**src/rtl/fpu_issue_pipe.sv**
```systemverilog
// Two-stage EX/WB issue pipeline around the combinational bf16 FPU,
// with an FP-register busy scoreboard and a retired-op counter.
package ibex_pkg;
  typedef enum logic [2:0] {
    FP_ALU_ADD    = 3'd0,
    FP_ALU_SUB    = 3'd1,
    FP_ALU_MUL    = 3'd2,
    FP_ALU_MINMAX = 3'd3,
    FP_ALU_CMP    = 3'd4,
    FP_ALU_CLASS  = 3'd5,
    FP_ALU_CVT    = 3'd6,
    FP_ALU_SGNJ   = 3'd7
  } fp_alu_op_e;
endpackage

module fpu_issue_pipe
  import ibex_pkg::*;
#(
  parameter  int NUM_FP_REGS = 32,
  parameter  int CNT_W       = 16,
  localparam int RD_W        = $clog2(NUM_FP_REGS)
) (
  input  logic                   clk_i,
  input  logic                   rst_i,
  input  logic                   req_valid_i,
  output logic                   req_ready_o,
  input  fp_alu_op_e             req_op_i,
  input  logic [31:0]            req_a_i,
  input  logic [15:0]            req_b_i,
  input  logic [1:0]             req_mode_i,
  input  logic [RD_W-1:0]        req_rd_i,
  input  logic                   flush_i,
  output fp_alu_op_e             fpu_op_o,
  output logic [31:0]            fpu_a_o,
  output logic [15:0]            fpu_b_o,
  output logic [1:0]             fpu_mode_o,
  input  logic [31:0]            fpu_result_i,
  output logic                   wb_valid_o,
  input  logic                   wb_ready_i,
  output logic [31:0]            wb_data_o,
  output logic [RD_W-1:0]        wb_rd_o,
  output logic                   wb_is_int_o,
  output logic [NUM_FP_REGS-1:0] busy_o,
  output logic [CNT_W-1:0]       retired_cnt_o
);

  logic             ex_valid;
  fp_alu_op_e       ex_op;
  logic [31:0]      ex_a;
  logic [15:0]      ex_b;
  logic [1:0]       ex_mode;
  logic [RD_W-1:0]  ex_rd;
  logic             ex_is_int;

  logic             wb_valid;
  logic [31:0]      wb_data;
  logic [RD_W-1:0]  wb_rd;
  logic             wb_is_int;
  logic [CNT_W-1:0] cnt;

  logic ex_adv;
  logic accept;
  logic retire;
  logic req_is_int;

  // Compares, classify and fp->int converts target the integer RF
  always_comb begin
    req_is_int = 1'b0;
    unique case (req_op_i)
      FP_ALU_CMP,
      FP_ALU_CLASS: req_is_int = 1'b1;
      FP_ALU_CVT:   req_is_int = !req_mode_i[1];
      default:      req_is_int = 1'b0;
    endcase
  end

  assign ex_adv      = ex_valid && (!wb_valid || wb_ready_i);
  assign req_ready_o = !flush_i && (!ex_valid || ex_adv);
  assign accept      = req_valid_i && req_ready_o;
  assign retire      = wb_valid && wb_ready_i;

  always_ff @(posedge clk_i or posedge rst_i) begin
    if (rst_i) begin
      ex_valid  <= 1'b0;
      ex_op     <= fp_alu_op_e'(3'd0);
      ex_a      <= '0;
      ex_b      <= '0;
      ex_mode   <= '0;
      ex_rd     <= '0;
      ex_is_int <= 1'b0;
    end else if (flush_i) begin
      ex_valid <= 1'b0;
    end else if (accept) begin
      ex_valid  <= 1'b1;
      ex_op     <= req_op_i;
      ex_a      <= req_a_i;
      ex_b      <= req_b_i;
      ex_mode   <= req_mode_i;
      ex_rd     <= req_rd_i;
      ex_is_int <= req_is_int;
    end else if (ex_adv) begin
      ex_valid <= 1'b0;
    end
  end

  // An advancing EX op commits to WB even in a flush cycle
  always_ff @(posedge clk_i or posedge rst_i) begin
    if (rst_i) begin
      wb_valid  <= 1'b0;
      wb_data   <= '0;
      wb_rd     <= '0;
      wb_is_int <= 1'b0;
    end else if (ex_adv) begin
      wb_valid  <= 1'b1;
      wb_data   <= fpu_result_i;
      wb_rd     <= ex_rd;
      wb_is_int <= ex_is_int;
    end else if (retire) begin
      wb_valid <= 1'b0;
    end
  end

  always_ff @(posedge clk_i or posedge rst_i) begin
    if (rst_i) begin
      cnt <= '0;
    end else if (retire) begin
      cnt <= cnt + 1'b1;
    end
  end

  always_comb begin
    busy_o = '0;
    for (int r = 0; r < NUM_FP_REGS; r++) begin
      busy_o[r] = (ex_valid && !ex_is_int && ex_rd == RD_W'(r)) ||
                  (wb_valid && !wb_is_int && wb_rd == RD_W'(r));
    end
  end

  assign fpu_op_o      = ex_op;
  assign fpu_a_o       = ex_a;
  assign fpu_b_o       = ex_b;
  assign fpu_mode_o    = ex_mode;
  assign wb_valid_o    = wb_valid;
  assign wb_data_o     = wb_data;
  assign wb_rd_o       = wb_rd;
  assign wb_is_int_o   = wb_is_int;
  assign retired_cnt_o = cnt;

endmodule
```
**config.mk**
```make
export PLATFORM = sky130hd
export DESIGN_NAME = fpu_issue_pipe
export DESIGN_NICKNAME = d
export VERILOG_FILES = /design/src/rtl/fpu_issue_pipe.sv
export SDC_FILE = /design/constraint.sdc
export NUM_CORES = 1
export LEC_CHECK = 0
export ABC_AREA = 1
export CAP_MARGIN = 25
export CORE_ASPECT_RATIO = 2
export CORE_MARGIN = 2
export CORE_UTILIZATION = 37
export CTS_CLUSTER_SIZE = 8
export DETAILED_ROUTE_END_ITERATION = 8
export GPL_ROUTABILITY_DRIVEN = 0
export HOLD_SLACK_MARGIN = 0.15
export MAX_ROUTING_LAYER = met4
export PLACE_DENSITY_LB_ADDON = 0.12
export SYNTH_ARGS = -nofsm -noshare
export SYNTH_HDL_FRONTEND = slang
export SYNTH_SLANG_ARGS = --single-unit
```
**constraint.sdc**
```tcl
create_clock -name clk_i -period 3.1 [get_ports clk_i]
set_input_delay 0.31 -clock clk_i [delete_from_list [all_inputs] [get_ports clk_i]]
set_output_delay 0.31 -clock clk_i [all_outputs]
set_load 0.005 [all_outputs]
```
==> parameters.txt, run 1 <==
Parameter                              Value

Outcome
  Outcome ... complete, no violations

Global route
  First-pass GRT wire length ... 24100 µm
  Leftover overflow at the end of global routing ... 0
  Vias in the first global route ... 4771
  GRT Overall Usage ... 0.220
  Antenna violations before repair ... 0
  Maximum number of pins on one net before global-route repair ... 62

Timing
  Slew of the pin with the lowest slew margin ... 0.955 ns
  Normalized max-slew margin ... 0.361
  Setup repair after global routing missed its margin ... no
  Worst setup skew after layout ... 0.0147 ns
  Fraction of the cycle the final worst path needs ... 0.805
  Final hold violation count ... 0
  Top achievable clock speed ... about 400 MHz
  Post-route setup TNS ... 0 ns
  Slew Limit Fails ... 0
  Min Clock Period, post-route ... ~2.5 ns
  Final setup vio count ... 0

Power and ir drop
  P per Cell Area ... 621 mW/mm²
  Lkg Pwr ... about 3.7 nW
  Peak ir drop on the vdd network ... about 360 µV

Clock network
  TritonCTS clock tree ... built
  CTS sink count ... 115
  Worst skew pair latency ... slightly above 0.4 ns
  H-tree depth ... 4
  Post-CTS Hold Fix Bufs ... 0
  Clock-pin transition on the worst setup and hold timing paths ... 0.06 ns
  Cells resized by post-CTS repair ... 0
  Num CTS Buffers ... 17
  Maximum clock insertion buffer count ... 2
  CTS Root Buffer Type ... clkbuf_16
  Post-CTS setup buffers ... 0

Drt
  Via count ... roughly 4600
  Residual antenna-violating net count after detailed routing ... 0
  Total detailed-routing wirelength ... 15100 µm
  Average routed wire per standard cell ... about 16 µm
  Drc violations ... 0
  Number of design-rule violations left by the first detailed-router iteration ... between 150 and 200
  Number of detailed-route iterations in the first pass ... 4
  Drt via density ... 4.81

Job
  Total of max-cap violations ... 0

Floorplanning
  Die footprint ... approximately 0.015 mm²
  Cell Rows ... 60
  # IOs ... 236
  Die Span X ... between 80 and 90 µm
  Core area ... roughly 0.013 mm²
  Chip Height ... 169 µm
  Starting density of the core ... 0.376

Critical path
  Startpoint of the most critical register-to-register path ... wb_valid_o$_DFFE_PP0P_
  Crit path launch ... wb_valid_o$_DFFE_PP0P_
  Buffers plus inverters on the worst setup path ... 2
  Slowest cell on crit path ... clkdlybuf4s50_1
  WP data arrival ... approximately 2.2 ns
  CP top delay family ... buffers and inverters
  Category of the worst setup path capture point ... output port
  Ordered list of cells on the worst path ... inv_1, nor2_1, nand2_1, o22ai_1, clkdlybuf4s50_1
  Type of the worst setup path ... reg -> out
  Maximum single-stage delay on the critical path ... 0.54 ns
  Worst Path Required ... between 2 and 3 ns
  Critical path peak fanout ... 16
  Launching element type of the critical path ... flop

Placement
  Detail Placement HPWL ... 11400 µm
  IO buf count ... roughly 240
  Instance count after placement with tap cells included ... 920

Synth
  Cell area after technology mapping ... 0.00503 mm²
  Post-synthesis net count ... between 600 and 700
  Number of different library cells in the post-synthesis netlist ... 21
  Flops & latches, synth ... about 120
  Total number of yosys warnings ... 0
  Seq/Total Area, Yosys ... 0.573
  Mapped Cells ... ~550
  Synthesized area divided by synthesized cell count ... about 9.2 µm²

Finish
  Diode count ... 0
  Final Instance Count excl. Fillers ... approximately 950
  Area growth from synthesis to final layout ... 60.0%
  Final-stage net count ... 880
  Fraction of final layout cells sized beyond drive strength 1 ... 0.0930

Worst hold path
  Hold Crit Class ... in -> async
==> Yosys cell counts, drive strengths merged <==
library cell / count / area (µm²)
nand2: 235 / 887
xor2: 8 / 70.1
buf: 20 / 150
mux2: 32 / 360
xnor2: 4 / 35.0
nor2: 28 / 123
nand4: 1 / 6.26
o21ai: 16 / 80.1
a21oi: 2 / 10.0
inv: 42 / 158
ha: 1 / 12.5
nand3: 8 / 45.0
nor3: 1 / 5.00
dfrtp: 115 / 2880
o22ai: 33 / 206
==> per-layer routing <==
layer | up-vias | global-route usage | routed length (µm)
met3 | 27 | 0.0566 | 783
met4 | 0 | 0.0910 | 448
met2 | 181 | 0.389 | 8420
met1 | 2165 | 0.228 | 5470
met5 | - | - | 0
li1 | 2201 | - | -
==> logic make-up after synthesis <==
kind of cell | Yosys count | synth area share
compound gates | 51 | 0.0590
xor+xnor | 12 | 0.0209
fa+ha+maj | 1 | 0.00249
buf+inv | 62 | 0.0612
flops | 115 | 0.573
mux | 32 | 0.0717
simple gates | 273 | 0.212
==> state kept, by name, indices dropped and copies added, names as in the netlist <==
register,cells
ex_is_int,1
ex_rd,5
ex_valid,1
fpu_a_o,32
fpu_b_o,16
fpu_mode_o,2
fpu_op_o,3
retired_cnt_o,16
wb_data_o,32
wb_is_int_o,1
wb_rd_o,5
wb_valid_o,1
==> metrics by stage <==
| stage | cell area, µm² | hold WS [ns] | power [mW] | setup slack (ns) | utilization |
|---|---|---|---|---|---|
| final | 8040 | 0.223 | 5.00 | 0.604 | 0.602 |
| after global routing | 8040 | 0.250 | 5.25 | 0.350 | 0.602 |
| after CTS | 8040 | 0.226 | 5.05 | 0.591 | 0.602 |
| after detailed placement | 7470 | 0.457 | 3.12 | 0.876 | 0.559 |
| after global placement | 7470 | 0.454 | 3.09 | 0.902 | 0.559 |
| after floorplan | 5030 | 0.373 | 2.35 | 1.39 | - |
==> power by group <==
group	switching (mW)	total (mW)	internal, mW
Sequential	0.173	1.92	1.75
Combinational	0.484	1.18	0.692
Clock	0.700	1.90	1.20
Total	1.36	5.00	3.64
==> worst paths after layout <==
kind | to | slack (ns) | cells past startpoint
worst max register to register | wb_data_o[27]$_DFFE_PP0P_ | 1.28 | 3
worst min-delay path | wb_data_o[25]$_DFFE_PP0P_ | 0.22 | 2
worst min register to register | fpu_op_o[2]$_DFFE_PP0P_ | 0.47 | 2
max in group asynchronous | wb_data_o[12]$_DFFE_PP0P_ | 2.20 | 3
min in group clk_i | fpu_a_o[11]$_DFFE_PP0P_ | 0.44 | 3
worst max-delay path | busy_o[12] | 0.60 | 5
==> area by class of cell <==
class	count	area [µm²]
multi-input cells	369	1840
well taps	155	194
fillers	1189	5320
clock buffers	19	443
clock inverters	12	133
flip-flops and latches	115	2880
inverters	42	161
repair buffers	239	2390
==> placed cells by master (no fill, tap or decap) <==
master           netlist  final
nor2_2                 1      1
nand2_2                2      2
nand4_1                1      1
o21ai_0               16     16
mux2_2                32     32
clkinv_2               0      3
bufinv_16              0      2
clkinv_4               0      2
nor3_1                 1      1
nand2_1              233    233
inv_1                 41     40
clkdlybuf4s50_1        0    235
clkbuf_16              0     17
xor2_1                 8      8
xnor2_1                4      4
clkbuf_1               0      1
clkbuf_8               0      1
dfrtp_1              115    115
a21oi_1                2      2
inv_6                  0      2
buf_12                 0      1
nand3_2                1      1
nor2_1                25     25
inv_2                  1      1
ha_1                   1      1
clkinvlp_4             0      4
o22ai_1               33     33
buf_4                  0      3
nor2_4                 2      2
nand3_1                7      7
Power figures use the tool's default switching activity.
==> run 2: changes to the inputs <==
--- a/config.mk
+++ b/config.mk
@@ -9,7 +9,7 @@
 export CAP_MARGIN = 25
 export CORE_ASPECT_RATIO = 2
 export CORE_MARGIN = 2
-export CORE_UTILIZATION = 37
+export CORE_UTILIZATION = 41
 export CTS_CLUSTER_SIZE = 8
 export DETAILED_ROUTE_END_ITERATION = 8
 export GPL_ROUTABILITY_DRIVEN = 0
==> constraint.sdc (replaced) <==
create_clock -name clk_i -period 2.4 [get_ports clk_i]
set_input_delay 0.24 -clock clk_i [delete_from_list [all_inputs] [get_ports clk_i]]
set_output_delay 0.24 -clock clk_i [all_outputs]
set_load 0.005 [all_outputs]
==> parameters.txt, run 2 (synthesis gave the netlist of run 1 again) <==
Parameter                              Value

Critical path
  Crit path capture ... busy_o[13]
  Crit path launch ... wb_valid_o$_DFFE_PP0P_
  Category of the worst setup path capture point ... output port
  Depth of the worst register-to-register path ... 5 (+2)
  Launching element type of the critical path ... flop
  Reg2Reg Setup Slack ... 0.69 ns (-0.59 ns)
  Capture point of the worst reg-to-reg path ... fpu_op_o[1]$_DFFE_PP0P_
  Startpoint of the most critical register-to-register path ... wb_valid_o$_DFFE_PP0P_
  Type of the worst setup path ... reg -> out
  Critical path peak fanout ... 16 (unchanged)
  WP data arrival ... 2.12 ns (-0.07 ns)
  Worst Path Required ... 2.16 ns (-0.63 ns)

Floorplanning
  Cell Rows ... 57 (-5.0%)
  Die Span X ... 82.3 µm (-4.8%)
  Core area ... 0.0121 mm² (-9.8%)
  # IOs ... 236 (unchanged)
  Starting density of the core ... 0.417 (+0.0409)
  Die footprint ... 0.0132 mm² (-9.4%)
  Chip Height ... 161 µm (-4.9%)

Clock network
  Maximum clock insertion buffer count ... 2 (unchanged)
  TritonCTS clock tree ... built
  Clock-pin transition on the worst setup and hold timing paths ... 0.06 ns (about the same)
  Worst skew pair latency ... 0.40 ns (about the same)
  Num CTS Buffers ... 17 (unchanged)
  H-tree depth ... 4 (unchanged)
  CTS Root Buffer Type ... clkbuf_16
  CTS sink count ... 115 (unchanged)

Drt
  Length of routed met2 wiring ... 8280 µm (-1.7%)
  Average routed wire per standard cell ... 15.9 µm (about the same)
  Total detailed-routing wirelength ... 15000 µm (-0.71%)
  Number of design-rule violations left by the first detailed-router iteration ... 206 (+33%)
  Number of detailed-route iterations in the first pass ... 4 (unchanged)
  Residual antenna-violating net count after detailed routing ... 0 (unchanged)
  Drt via density ... 4.90 (+1.8%)
  Via count ... 4621 (+1.0%)
  Total routed wire length on the met1 layer ... 5190 µm (-5.1%)
  Drc violations ... 0 (unchanged)
  Met3 WL ... 913 µm (+17%)
  Uppermost layer routed ... met4

Worst hold path
  Hold Crit Class ... in -> async

Timing
  Hold Worst Slack ... 0.286 ns (+0.0624 ns)
  Worst setup skew after layout ... 0.00736 ns (-0.00729 ns)
  Min Clock Period, post-route ... 2.36 ns
  Final setup vio count ... 0 (unchanged)
  Fraction of the cycle the final worst path needs ... 0.984
  Final hold violation count ... 0 (unchanged)
  Top achievable clock speed ... approximately 420 MHz
  Slew of the pin with the lowest slew margin ... 0.901 ns (-0.0539 ns)
  Normalized max-slew margin ... 0.399 (+0.0373)
  Slew Limit Fails ... 0 (unchanged)

Global route
  Antenna violations before repair ... 0 (unchanged)
  Leftover overflow at the end of global routing ... 0 (unchanged)
  GRT Overall Usage ... 0.239 (+0.0184)
  First-pass GRT wire length ... 23200 µm (-3.9%)
  Vias in the first global route ... 4691 (-1.7%)
  Maximum number of pins on one net before global-route repair ... 66 (+6.5%)

Finish
  Final non-filler cell area ... 0.00815 mm² (+1.3%)
  Fraction of final layout cells sized beyond drive strength 1 ... 0.105 (+0.0124)
  Area growth from synthesis to final layout ... 62.2%
  Leading cell types in the layout, fill and taps excluded ... 235 x clkdlybuf4s50_1, 229 x nand2_1, 115 x dfrtp_1
  Leading cell type in the layout, fill and taps excluded ... clkdlybuf4s50_1
  Filler cells ... 979 (-18%)
  Final-stage net count ... 880 (unchanged)
  Final Instance Count excl. Fillers ... 944 (-0.74%)
  Diode count ... 0 (unchanged)

Placement
  IO buf count ... 235 (unchanged)
  Instance area at placement ... 0.00747 mm² (about the same)
  Detail Placement HPWL ... 11200 µm (-1.9%)
  Instance count after placement with tap cells included ... 912 (-0.87%)

Power and ir drop
  Total power after layout ... 6.71 mW (+34%)
  P per Cell Area ... 823 mW/mm² (+33%)
  Lkg Pwr ... 3.76 nW (+1.8%)
  Peak ir drop on the vdd network ... 608 µV (+70%)

Job
  Total of max-cap violations ... 0 (unchanged)

Outcome
  Outcome ... complete, no violations
## run 2: area by class of cell
type	count	area, µm²	share of cell area
inverter	42	161	0.0198
clock inverter	14	201	0.0247
timing repair buffer	239	2410	0.295
sequential	115	2880	0.353
clock buffer	18	439	0.0539
tap	147	184	0.0226
multi-input combinational	369	1880	0.231
## run 2: critical path, stage by stage, from the launching register on
cell and delay, ns:
dfrtp_1 0.46, inv_1 0.08, nor2_2 0.22, nand2_4 0.18, o22ai_1 0.25, clkdlybuf4s50_1 0.54
## run 2: timing repair
action	CTS	global route
endpoints found under the setup margin	31	32
buffers inserted	0	0
gates resized for setup	2	10
hold buffers	0	0
pin swaps	0	0
## run 2: worst min-delay path by stage
stage               depth (start not counted)                         to  slack (ns)                       from
global route                                3  wb_data_o[23]$_DFFE_PP0P_        0.32                      rst_i
detailed placement                          2    fpu_a_o[30]$_DFFE_PP0P_        0.46    fpu_a_o[30]$_DFFE_PP0P_
global placement                            2  fpu_mode_o[0]$_DFFE_PP0P_        0.45  fpu_mode_o[0]$_DFFE_PP0P_
finish                                      3  wb_data_o[23]$_DFFE_PP0P_        0.29                      rst_i
floorplan                                   1       ex_valid$_DFFE_PP0P_        0.30                    flush_i
CTS                                         3  wb_data_o[22]$_DFFE_PP0P_        0.29                      rst_i
## run 2: layer usage
layer / global-route usage / vias up
met4: 0.107 / 0
met1: 0.242 / 2167
met2: 0.413 / 204
met3: 0.0652 / 46
li1: - / 2204
met5: - / -
## run 2: power breakdown
part           leakage (nW)  total (mW)  internal, mW  switching [mW]
Clock                 0.307        2.70          1.78           0.925
Combinational          2.03        1.52         0.902           0.620
Sequential             1.42        2.49          2.25           0.232
Total                  3.76        6.71          4.94            1.78
## run 2: metrics by stage
step           setup WS, ns  TNS (ns)  utilization
2_1_floorplan         0.761         0            -
3_3_place_gp          0.397         0        0.620
3_5_place_dp          0.352         0        0.620
4_1_cts             -0.0322   -0.0733        0.673
5_1_grt             -0.0318    -0.195        0.676
6_report             0.0380         0        0.676
